**config.mk**
```make
export PLATFORM = sky130hd
export DESIGN_NAME = sseg_scan
export DESIGN_NICKNAME = d
export VERILOG_FILES = /design/src/rtl/sseg_scan.sv
export SDC_FILE = /design/constraint.sdc
export NUM_CORES = 1
export LEC_CHECK = 0
export ABC_AREA = 1
export CAP_MARGIN = 25
export CORE_MARGIN = 5
export CORE_UTILIZATION = 45
export CTS_BUF_LIST = sky130_fd_sc_hd__clkbuf_16
export CTS_CLUSTER_DIAMETER = 150
export DETAILED_ROUTE_END_ITERATION = 16
export HOLD_SLACK_MARGIN = 0.03
export PLACE_DENSITY = 0.65
export SYNTH_ARGS = -nofsm -noshare
export SYNTH_HDL_FRONTEND = slang
export SYNTH_SLANG_ARGS = --single-unit
export TNS_END_PERCENT = 10
```
**constraint.sdc**
```tcl
create_clock -name OSCCLK -period 2.5 [get_ports OSCCLK]
set_clock_uncertainty 0.2 [all_clocks]
set_input_delay 0.375 -clock OSCCLK [delete_from_list [all_inputs] [get_ports OSCCLK]]
set_output_delay 0.375 -clock OSCCLK [all_outputs]
set_load 0.03 [all_outputs]
```
**src/rtl/sseg_scan.sv**
```systemverilog
// -----------------------------------------------------------------------------
// sseg_scan
// Time-multiplexed driver for a four-digit seven-segment display.
//
// A 16-bit hex value plus four decimal points is scanned onto a rotating
// active-low anode strobe and an active-low segment bus. Every digit slot is
// preceded by a dark gap so the previous digit's segments never ghost onto the
// next anode. New values are only applied at the frame boundary, so one frame
// never shows a mix of old and new data.
//
// Optional feature macro: SSEG_LEADING_ZERO_BLANK_EN
//   defined     : digits 3..1 go dark when they and all higher nibbles are 0
//   not defined : all four digits always decode
//
// Parameters
//   PRESCALE     cycles each digit is lit (>= 1)
//   BLANK_CYCLES cycles all digits are dark before each digit slot (>= 1)
//
// Ports
//   OSCCLK  in   1  system clock
//   reset   in   1  synchronous, active-high reset
//   value   in  16  hex value, nibble i -> digit i
//   dp      in   4  decimal point enables, active-high, dp[i] -> digit i
//   load    in   1  one-cycle strobe capturing value/dp
//   an      out  4  digit anodes, active-low (one low or all high)
//   sseg    out  8  segments, active-low, bit0 = a .. bit6 = g, bit7 = dp
//
// State table
//   state    | meaning
//   ST_BLANK | all anodes high, segments dark, counting BLANK_CYCLES
//   ST_ON    | anode idx low, segments show digit idx, counting PRESCALE
// -----------------------------------------------------------------------------
module sseg_scan #(
    parameter int PRESCALE     = 50000,
    parameter int BLANK_CYCLES = 500
) (
    input  logic        OSCCLK,
    input  logic        reset,
    input  logic [15:0] value,
    input  logic [3:0]  dp,
    input  logic        load,
    output logic [3:0]  an,
    output logic [7:0]  sseg
);

    localparam int MAX_CYC = (PRESCALE > BLANK_CYCLES) ? PRESCALE : BLANK_CYCLES;
    // A width of zero is not representable, so a single-cycle timer keeps one bit.
    localparam int CW      = (MAX_CYC > 1) ? $clog2(MAX_CYC) : 1;

    localparam logic [CW-1:0] ON_TC    = CW'(PRESCALE - 1);
    localparam logic [CW-1:0] BLANK_TC = CW'(BLANK_CYCLES - 1);

    typedef enum logic {
        ST_BLANK = 1'b0,
        ST_ON    = 1'b1
    } state_t;

    state_t        state;
    logic [CW-1:0] cnt;
    logic [1:0]    idx;
    logic [15:0]   disp_val;
    logic [3:0]    disp_dp;
    logic [15:0]   shadow_val;
    logic [3:0]    shadow_dp;
    logic          pending;
    logic          frame_end;

    // Hex to active-low segments g..a.
    function automatic logic [6:0] hex_to_seg(input logic [3:0] h);
        logic [6:0] s;
        case (h)
            4'h0: s = 7'h40;
            4'h1: s = 7'h79;
            4'h2: s = 7'h24;
            4'h3: s = 7'h30;
            4'h4: s = 7'h19;
            4'h5: s = 7'h12;
            4'h6: s = 7'h02;
            4'h7: s = 7'h78;
            4'h8: s = 7'h00;
            4'h9: s = 7'h10;
            4'hA: s = 7'h08;
            4'hB: s = 7'h03;
            4'hC: s = 7'h46;
            4'hD: s = 7'h21;
            4'hE: s = 7'h06;
            default: s = 7'h0E;
        endcase
        return s;
    endfunction

    // Full segment byte for digit i of the given display contents.
    function automatic logic [7:0] digit_seg(input logic [1:0]  i,
                                             input logic [15:0] v,
                                             input logic [3:0]  d);
        logic [3:0] nib;
        logic [6:0] seg;
        nib = v[{i, 2'b00} +: 4];
        seg = hex_to_seg(nib);
`ifdef SSEG_LEADING_ZERO_BLANK_EN
        // A digit is a leading zero when it and every digit above it are 0.
        case (i)
            2'd1:    if (v[15:4]  == 12'h000) seg = 7'h7F;
            2'd2:    if (v[15:8]  == 8'h00)   seg = 7'h7F;
            2'd3:    if (v[15:12] == 4'h0)    seg = 7'h7F;
            default: ;
        endcase
`endif
        return {~d[i], seg};
    endfunction

    // Digit 3's ON period ends on this edge and the scan wraps to digit 0.
    assign frame_end = (state == ST_ON) && (cnt == ON_TC) && (idx == 2'd3);

    always_ff @(posedge OSCCLK) begin
        if (reset) begin
            state      <= ST_BLANK;
            cnt        <= '0;
            idx        <= 2'd0;
            disp_val   <= 16'h0000;
            disp_dp    <= 4'h0;
            shadow_val <= 16'h0000;
            shadow_dp  <= 4'h0;
            pending    <= 1'b0;
            an         <= 4'b1111;
            sseg       <= 8'hFF;
        end else begin
            // A load on the boundary edge bypasses the shadow and wins over
            // anything already pending.
            if (frame_end) begin
                if (load) begin
                    disp_val <= value;
                    disp_dp  <= dp;
                end else if (pending) begin
                    disp_val <= shadow_val;
                    disp_dp  <= shadow_dp;
                end
                pending <= 1'b0;
            end else if (load) begin
                shadow_val <= value;
                shadow_dp  <= dp;
                pending    <= 1'b1;
            end

            case (state)
                ST_BLANK: begin
                    if (cnt == BLANK_TC) begin
                        state <= ST_ON;
                        cnt   <= '0;
                        an    <= ~(4'b0001 << idx);
                        // The display register only changes while blanked,
                        // so the value latched here stays valid for the slot.
                        sseg  <= digit_seg(idx, disp_val, disp_dp);
                    end else begin
                        cnt <= cnt + 1'b1;
                    end
                end
                ST_ON: begin
                    if (cnt == ON_TC) begin
                        state <= ST_BLANK;
                        cnt   <= '0;
                        idx   <= idx + 2'd1;
                        an    <= 4'b1111;
                        sseg  <= 8'hFF;
                    end else begin
                        cnt <= cnt + 1'b1;
                    end
                end
                default: begin
                    state <= ST_BLANK;
                    cnt   <= '0;
                    an    <= 4'b1111;
                    sseg  <= 8'hFF;
                end
            endcase
        end
    end

endmodule

```
==> Word level (Yosys, flattened, before mapping) <==
Memory sizes are Yosys's and may differ from the RTL's.
Index checks and enable logic that the tools add are counted.
{ "word_totals": {"regBits": 72, "romBits": 112, "inputBits": 23, "out_inout_bits": 12, "elab_cells": 51, "n_memories": 1} }
{ "mem_list": {"columns": ["name", "words", "word_bits", "read_ports", "rd_ports_with_merged_regs", "write_ports", "line_no", "text"], "rows": [
  ["(name not given)", 16, 7, 1, 0, 0, "71", "case (h)"]
]} }
{ "op_classes": {"add_sub_neg": 2, "magnitude_cmp": 1, "eq_ne": 5, "shift": 2, "n_mux": 18, "bitwise": 4, "n_reduce_logical": 8} }
{ "op_table": {"columns": ["op", "count"], "rows": [
  ["2-to-1 mux 16 bit", 4],
  ["case mux 16 bit (2 select lines)", 1],
  ["adder 16 x 1 -> 16 bit (second input constant)", 1],
  ["== test 16 bit (second input constant)", 1],
  ["== test 16 x 9 -> 1 bit (second input constant)", 1],
  ["2-to-1 mux 4 bit", 4],
  ["2-to-1 mux 8 bit", 2],
  ["case mux 8 bit (2 select lines)", 1],
  ["indexed part select 16 x 5 -> 4 bit", 1],
  ["case mux 4 bit (2 select lines)", 1],
  ["AND reduction 2 bit", 4],
  ["inverter 4 bit", 1],
  ["<< shifter 1 x 2 -> 4 bit (first input constant)", 1],
  ["< comparator 2 x 3 -> 1 bit (second input constant)", 1],
  ["2-to-1 mux 1 bit", 3],
  ["inverter 1 bit", 3],
  ["adder 2 x 1 -> 2 bit (second input constant)", 1],
  ["binary-select mux 1 bit (select 2 bit)", 1],
  ["== test 2 bit (second input constant)", 1],
  ["logical AND 1 bit", 2],
  ["inequality test 2 x 1 -> 1 bit (second input constant)", 1],
  ["inequality test 2 bit (second input constant)", 1],
  ["case mux 1 bit (2 select lines)", 1],
  ["nonzero test 2 bit", 1],
  ["OR reduction 2 bit", 1]
]} }

==> Longest topological paths before layout <==
Gate-level depths: netlist (run 1).
{ "logic_depth": {"word_depth": 5, "ltp_mapped": 13} }

==> Least setup slack after synthesis (run 1) <==
No wires, ideal clock.
{ "synth_path": {"path_kind": "register to register", "startpoint": "register idx[1]", "endpoint": "register sseg[0]", "setup_ns": 0.070, "arrival_ns": 1.572, "required_time_ns": 2.230, "path_slack_ns": 0.658, "stages_incl_launch_ff": 13, "path_buffers": 1, "synth_period_minus_slack_ns": 1.842, "cell_sequence": "dfxtp_1 buf_4 clkinv_1 nand3_1 nand2_1 inv_1 ha_1 inv_1 nand2_1 nand3_1 nand2_1 inv_1 a21oi_1"} }
{ "synth_via": {"elab_chain_len": 4} }
{ "synth_rtl": {"columns": ["item", "line_no", "text"], "rows": [
  ["start, declared", "60", "logic [1:0] idx;"],
  ["start signal, assigned", "162", "idx <= idx + 2'd1;"],
  ["indexed part select 16 x 5 -> 4 bit", "98", "nib = v[{i, 2'b00} +: 4];"],
  ["memory (16 x 7 bit)", null, null],
  ["2-to-1 mux 8 bit", "147", "if (cnt == BLANK_TC) begin"],
  ["case mux 8 bit (2 select lines)", "145", "case (state)"],
  ["end signal, assigned", "153", "sseg <= digit_seg(idx, disp_val, disp_dp);"],
  ["end, declared", "43", "output logic [7:0] sseg"]
]} }
Every way passes these cells. The select of a mux whose other input is x is not followed.
A chain may end at the register's enable or synchronous reset.

==> Final worst setup path (run 1) <==
{ "layout_path": {"startpoint": "register cnt[0]", "endpoint": "register shadow_val[12]"} }
{ "layout_via": {"elab_chain_len": 5} }
{ "layout_rtl": {"columns": ["item", "line_no", "text"], "rows": [
  ["start, declared", "59", "logic [CW-1:0] cnt;"],
  ["start signal, assigned", "155", "cnt <= cnt + 1'b1;"],
  ["start signal, assigned", "166", "cnt <= cnt + 1'b1;"],
  ["== test 16 bit", "113", "assign frame_end = (state == ST_ON) && (cnt == ON_TC) && (idx == 2'd3);"],
  ["logical AND 1 bit (2 in series)", "113", null],
  ["inverter 1 bit (no line)", null, null],
  ["AND reduction 2 bit (no line)", null, null],
  ["end signal, assigned", "140", "shadow_val <= value;"],
  ["end, declared", "63", "logic [15:0] shadow_val;"]
]} }
Every way passes these cells.

==> metrics, run 1 <==
setup violators final 0; I/O pin total 35; LEAKAGE 2.12 nW; sequential-to-total area share from yosys stat 38.4%; Vias 3285; post-DP HPWL 5270 um; mapped cell area between 0.003 and 0.004 sq mm; crit-path max FO 40; post-synth net total ~600; top cells by count, synth nand2_1, nor2_1, dfxtp_1; largest net degree at the start of global routing 43; area grow syn2layout 18.7%; critical setup path kind reg2reg; vias in the first global route 3000; clk_lat worst skew approximately 330 ps; hold crit path type reg2reg; Area contributors post-synth dfxtp_1, nand2_1, nor2_1; Tcrit/Tclk final 81.8%; # fillers 805; clk buf depth 2; Cells after Synth 579; WL/cell ~10 um; Seq cells post-synth 72; Fmax 0.489 GHz; Post-CTS Setup Inserts 0; Setup TNS 0 ps; core area 0.00818 sq mm; unrepaired setup endpoints after global routing no; Slew Viols, Final 0; Initial DRT Pass Iterations 4; fin crit period 2040 ps; Detailed Route WL 7480 um; Tot Pwr 2.68 mW; Final Wtd Congestion 0.863; crit path launch type flop; VDD IR max 0.337 mV; global-route wire length before repair ~13000 um; Critical Path RT 2520 ps; Crit. End Element flop; layout cell share with drive strength beyond 1 6.68%; async set-or-reset flop fraction in the synthesized netlist 0%; Die X-Extent 101 um; Antenna Cells 0; Reg clk slew, reported paths 60 ps; Slew @ Worst Pin 436 ps; CTS root buffer clkbuf_16; top_reg_cell synth dfxtp_1; All-Layer GR Usage 16.0%; synthesized area per cell ~6.5 sq um; # DRC 0; Pwr per Cell Area roughly 600 mW/mm^2; Nets 643; die area 0.0103 sq mm; Initial Util 45.9%; Final Hold Fails 0; initial antenna violation count 0; Warnings, synthesis 0; Yosys top cell by area dfxtp_1; # rows 33; port buffer count 34; drt first-iter violations 147; top-area cell type share of the netlist area 38.4%; CTS tree done; Data arrival, critical path 2070 ps; Num CTS Buffers 9; status complete, no violations; grt total ovfl 0; DR vias/cell 4.57; CTS resizes 0; CTS Hold Bufs 0; clock sinks 72; Die Ht 101 um; Final ANT Viol Nets 0; H-tree levels 3; Max-Cap Viols 0; Netlist cell types 31; count leader, synth nand2_1; EDFF count, synth 0; Max-slew headroom 70.9%
logic make-up (layout without fill, tap and decap cells):
| kind of cell | Yosys count | count (layout) | share of synthesized area (%) |
|---|---|---|---|
| buffers and inverters | 87 | 122 | 10.4 |
| AOI/OAI and AO/OA | 45 | 45 | 6.37 |
| DFF | 72 | 72 | 38.4 |
| xor gates and xnor gates | 6 | 6 | 1.40 |
| and+or+nand+nor | 358 | 358 | 39.8 |
| adders and majority gates | 11 | 11 | 3.67 |
through the flow:
stage	hold WS, ps	std cells	setup WS, ps	area [sq um]	utilization, %
6_report	250	719	456	4450	54.5
5_1_grt	286	719	160	4450	54.5
4_1_cts	254	719	438	4450	54.5
3_5_place_dp	242	703	386	4140	50.6
3_3_place_gp	230	703	438	4140	50.6
2_1_floorplan	218	579	658	3750	-
cell type report:
cell class                      instances  area [sq um]  area share [%]
Tap cell                              105           131            2.95
Multi-Input combinational cell        420          1920            43.2
Clock buffer                            9           225            5.06
Clock inverter                          7          87.6            1.97
Inverter                               66           248            5.56
Timing Repair Buffer                   40           398            8.94
Sequential cell                        72          1440            32.4
state kept, by name (all words and copies together) (netlist names):
register,flops
an,4
shadow_dp,4
idx,2
disp_val,16
cnt,16
state,1
disp_dp,4
sseg,8
shadow_val,16
pending,1
routing by layer:
| metal | wire length [um] | track usage, % |
|---|---|---|
| met1 | 3800 | 21.8 |
| met2 | 3270 | 24.7 |
| met3 | 361 | 4.13 |
| met4 | 53 | 5.21 |
| met5 | 0 | 0 |
worst max-delay path, stage by stage (launching register included):
cell	delay (ps)
dfxtp_1	350
ha_1	230
nand2_2	90
nor2_4	140
nand3_2	110
nor2_4	140
nand3_2	100
nand2_4	340
nand2_1	90
nand2_1	80
nor2_1	40
final timing paths:
check	from	endpoint	slack, ps	depth (start not counted)
max	cnt[0]	shadow_val[12]	460	10
min	cnt[0]	cnt[0]	250	1
max reg2reg	cnt[0]	shadow_val[12]	460	10
min reg2reg	cnt[0]	cnt[0]	250	1
cells in the final DEF, fill, tap and decap left out, types with 3 or more instances in the layout:
cell / n
buf_4: 5
o21ai_0: 28
nor3_1: 5
ha_1: 11
nand3_1: 27
a21oi_2: 3
nor2_4: 3
xor2_1: 5
nor2_1: 129
clkbuf_16: 9
clkinv_1: 3
nand2_2: 4
nor3b_1: 3
inv_1: 63
nand3_2: 3
inv_2: 3
clkdlybuf4s50_1: 34
nand2_1: 175
a21oi_1: 13
dfxtp_1: 72
power breakdown:
group	switching [mW]	internal, mW
logic	0.0912	0.0674
clock network	0.471	0.864
registers	0.00877	1.18
total	0.571	2.11
Power figures use the tool's default switching activity.
==> run 2: changes to the inputs <==
--- a/config.mk
+++ b/config.mk
@@ -13,7 +13,7 @@
 export CTS_CLUSTER_DIAMETER = 150
 export DETAILED_ROUTE_END_ITERATION = 16
 export HOLD_SLACK_MARGIN = 0.03
-export PLACE_DENSITY = 0.65
+export PLACE_DENSITY = 0.68
 export SYNTH_ARGS = -nofsm -noshare
 export SYNTH_HDL_FRONTEND = slang
 export SYNTH_SLANG_ARGS = --single-unit
==> constraint.sdc (replaced) <==
create_clock -name OSCCLK -period 1.64 [get_ports OSCCLK]
set_clock_uncertainty 0.2 [all_clocks]
set_input_delay 0.246 -clock OSCCLK [delete_from_list [all_inputs] [get_ports OSCCLK]]
set_output_delay 0.246 -clock OSCCLK [all_outputs]
set_load 0.03 [all_outputs]
==> run 2 against run 1 <==
  * The run now ends with setup timing left
  * Register-to-register slack got worse by 620 ps
  * Worst hold slack better by 20 ps
  * Clock-buffer cell count unchanged
  * Routed wire length rose by 23%
  * Clock power is 65% higher
  * Combinational power increased by 94%
  * Sequential cell count unchanged
  * Critical endpoint is now sseg[7]
  * Largest power group unchanged
  * Highest routed layer unchanged
==> metrics, run 2 (synthesis gave the netlist of run 1 again) <==
status finished with violations; failing checks setup timing; Tcrit/Tclk final 110% (+28 points); vias in the first global route 3433 (+14%); critical setup path kind reg2reg; VDD IR max 0.591 mV (+75%); clk_lat worst skew 330 ps (about the same); Nets 704 (+9.5%); Final Wtd Congestion 0.821 (-4.8%); Reg clk slew, reported paths 60 ps (about the same); grt total ovfl 0 (unchanged); post-DP HPWL 5980 um (+13%); LEAKAGE 2.55 nW (+20%); crit-path max FO 6 (-85%); Psw 914 uW (+60%); setup violators final 59 (+59); # rows 33 (unchanged); WL/cell 11.8 um (+13%); Final ANT Viol Nets 0 (unchanged); Initial DRT Pass Iterations 5 (+1); CTS tree done; CTS root buffer clkbuf_16; DP Area 0.00465 sq mm (+12%); most frequent cells in the layout nand2_1, nor2_1, dfxtp_1; Initial Util 45.9% (unchanged); Detailed Route WL 9200 um (+23%); Pwr per Cell Area 788 mW/mm^2 (+31%); Die Ht 101 um (unchanged); CTS Hold Bufs 0 (unchanged); All-Layer GR Usage 17.7% (+1.8 points); Fmax 0.553 GHz (+13%); Reg power frac 41.8% (-2.4 points); WHS 270 ps (+20.2 ps); Data arrival, critical path 1820 ps (-250 ps); top flop regs cnt (16), disp_val (16), shadow_val (16); largest net degree at the start of global routing 42 (-2.3%); Final Instance Count excl. Fillers 780 (+8.5%); # placed instances 755 (+7.4%); hold crit path type reg2reg; H-tree levels 3 (unchanged); # DRC 0 (unchanged); Logic pwr share 7.1% (+1.2 points); Vias 3684 (+12%); Register-to-Register Path Depth 9 (-1); Max-slew headroom 72.0% (+1.1 points); area grow syn2layout 46.3%; initial antenna violation count 0 (unchanged); WHS Path Cells 2 (+1); # fillers 660 (-18%); worst setup margin -167 ps (-623 ps); Critical Path RT 1650 ps (-870 ps); Final Hold Fails 0 (unchanged); crit path launch type flop; port buffer count 34 (unchanged); Clk pwr share 51.1% (+1.2 points); Setup TNS -3500 ps (-3500 ps); DR vias/cell 4.72 (+3.4%); fin area 0.00549 sq mm (+23%); unrepaired setup endpoints after global routing yes; Slew @ Worst Pin 420 ps (-16.8 ps); clock sinks 72 (unchanged); die area 0.0103 sq mm (unchanged); fin crit period 1810 ps (-237 ps); Crit. End Element flop; Pint 3.41 mW (+62%); Max-Cap Viols 0 (unchanged); Die X-Extent 101 um (unchanged); switch share 21.1% (-0.21 points); Slew Viols, Final 0 (unchanged); clk buf depth 2 (unchanged); Antenna Cells 0 (unchanged); Num CTS Buffers 9 (unchanged); core area 0.00818 sq mm (unchanged); layout cell share with drive strength beyond 1 28.7% (+22 points); I/O pin total 35 (unchanged); drt first-iter violations 125 (-15%); commonest non-fill, non-tap cell in the layout nand2_1; global-route wire length before repair 14800 um (+11%)
==> run 2: what timing repair did <==
| action | 4_1_cts | 5_1_grt |
|---|---|---|
| resized for setup | 46 | 89 |
| setup buffers | 3 | 6 |
| endpoints found under the hold margin | 0 | 0 |
| pin swaps | 14 | 31 |
| endpoints found under the setup margin | 82 | 70 |
==> run 2: layout make-up <==
cell class	count	area, sq um	share of cell area, %
well taps	105	131	2.39
inverters	66	268	4.88
clock inverters	7	111	2.03
repair buffers	101	950	17.3
multi-input cells	420	2350	42.8
clock buffers	9	225	4.10
flip-flops and latches	72	1460	26.5
==> run 2: per-stage QoR <==
step	utilization, %	setup WS, ps	power (mW)
finish	67.2	-167	4.33
global route	67.2	-263	4.48
CTS	62.7	-120	4.35
detailed placement	56.9	-183	2.13
global placement	56.9	-162	2.12
floorplan	-	-14.7	2.01
==> run 2: worst max-delay path: stages, from the launching register on <==
cell,delay (ps)
dfxtp_1,310
buf_4,140
nor2_1,170
nand3_2,120
nor2_2,150
nand2_2,120
nand2_4,100
nand2_4,60
nor2_4,220
a21oi_1,100
==> run 2: worst paths after layout <==
| kind | slack [ps] | end | from |
|---|---|---|---|
| hold reg to reg | 270 | sseg[4] | sseg[4] |
| setup reg to reg | -170 | sseg[7] | cnt[14] |
| hold / removal | 270 | sseg[4] | sseg[4] |
| setup / recovery | -170 | sseg[7] | cnt[14] |
==> run 2: per-layer routing <==
| layer | share of wire [%] | GRT usage (%) | vias to the layer above |
|---|---|---|---|
| met3 | 3.5 | 3.86 | 11 |
| met4 | 1.5 | 6.44 | 0 |
| li1 | - | - | 1949 |
| met5 | 0 | 0 | - |
| met2 | 49 | 29.0 | 66 |
| met1 | 46 | 23.1 | 1658 |
==> run 2: power groups by stage <==
stage	sequential (mW)	clock (mW)	combinational, mW
final	1.81	2.21	0.308
after global routing	1.81	2.32	0.348
after CTS	1.81	2.25	0.291
after detailed placement	1.85	0	0.286
after global placement	1.84	0	0.279
after floorplan	1.84	0	0.165
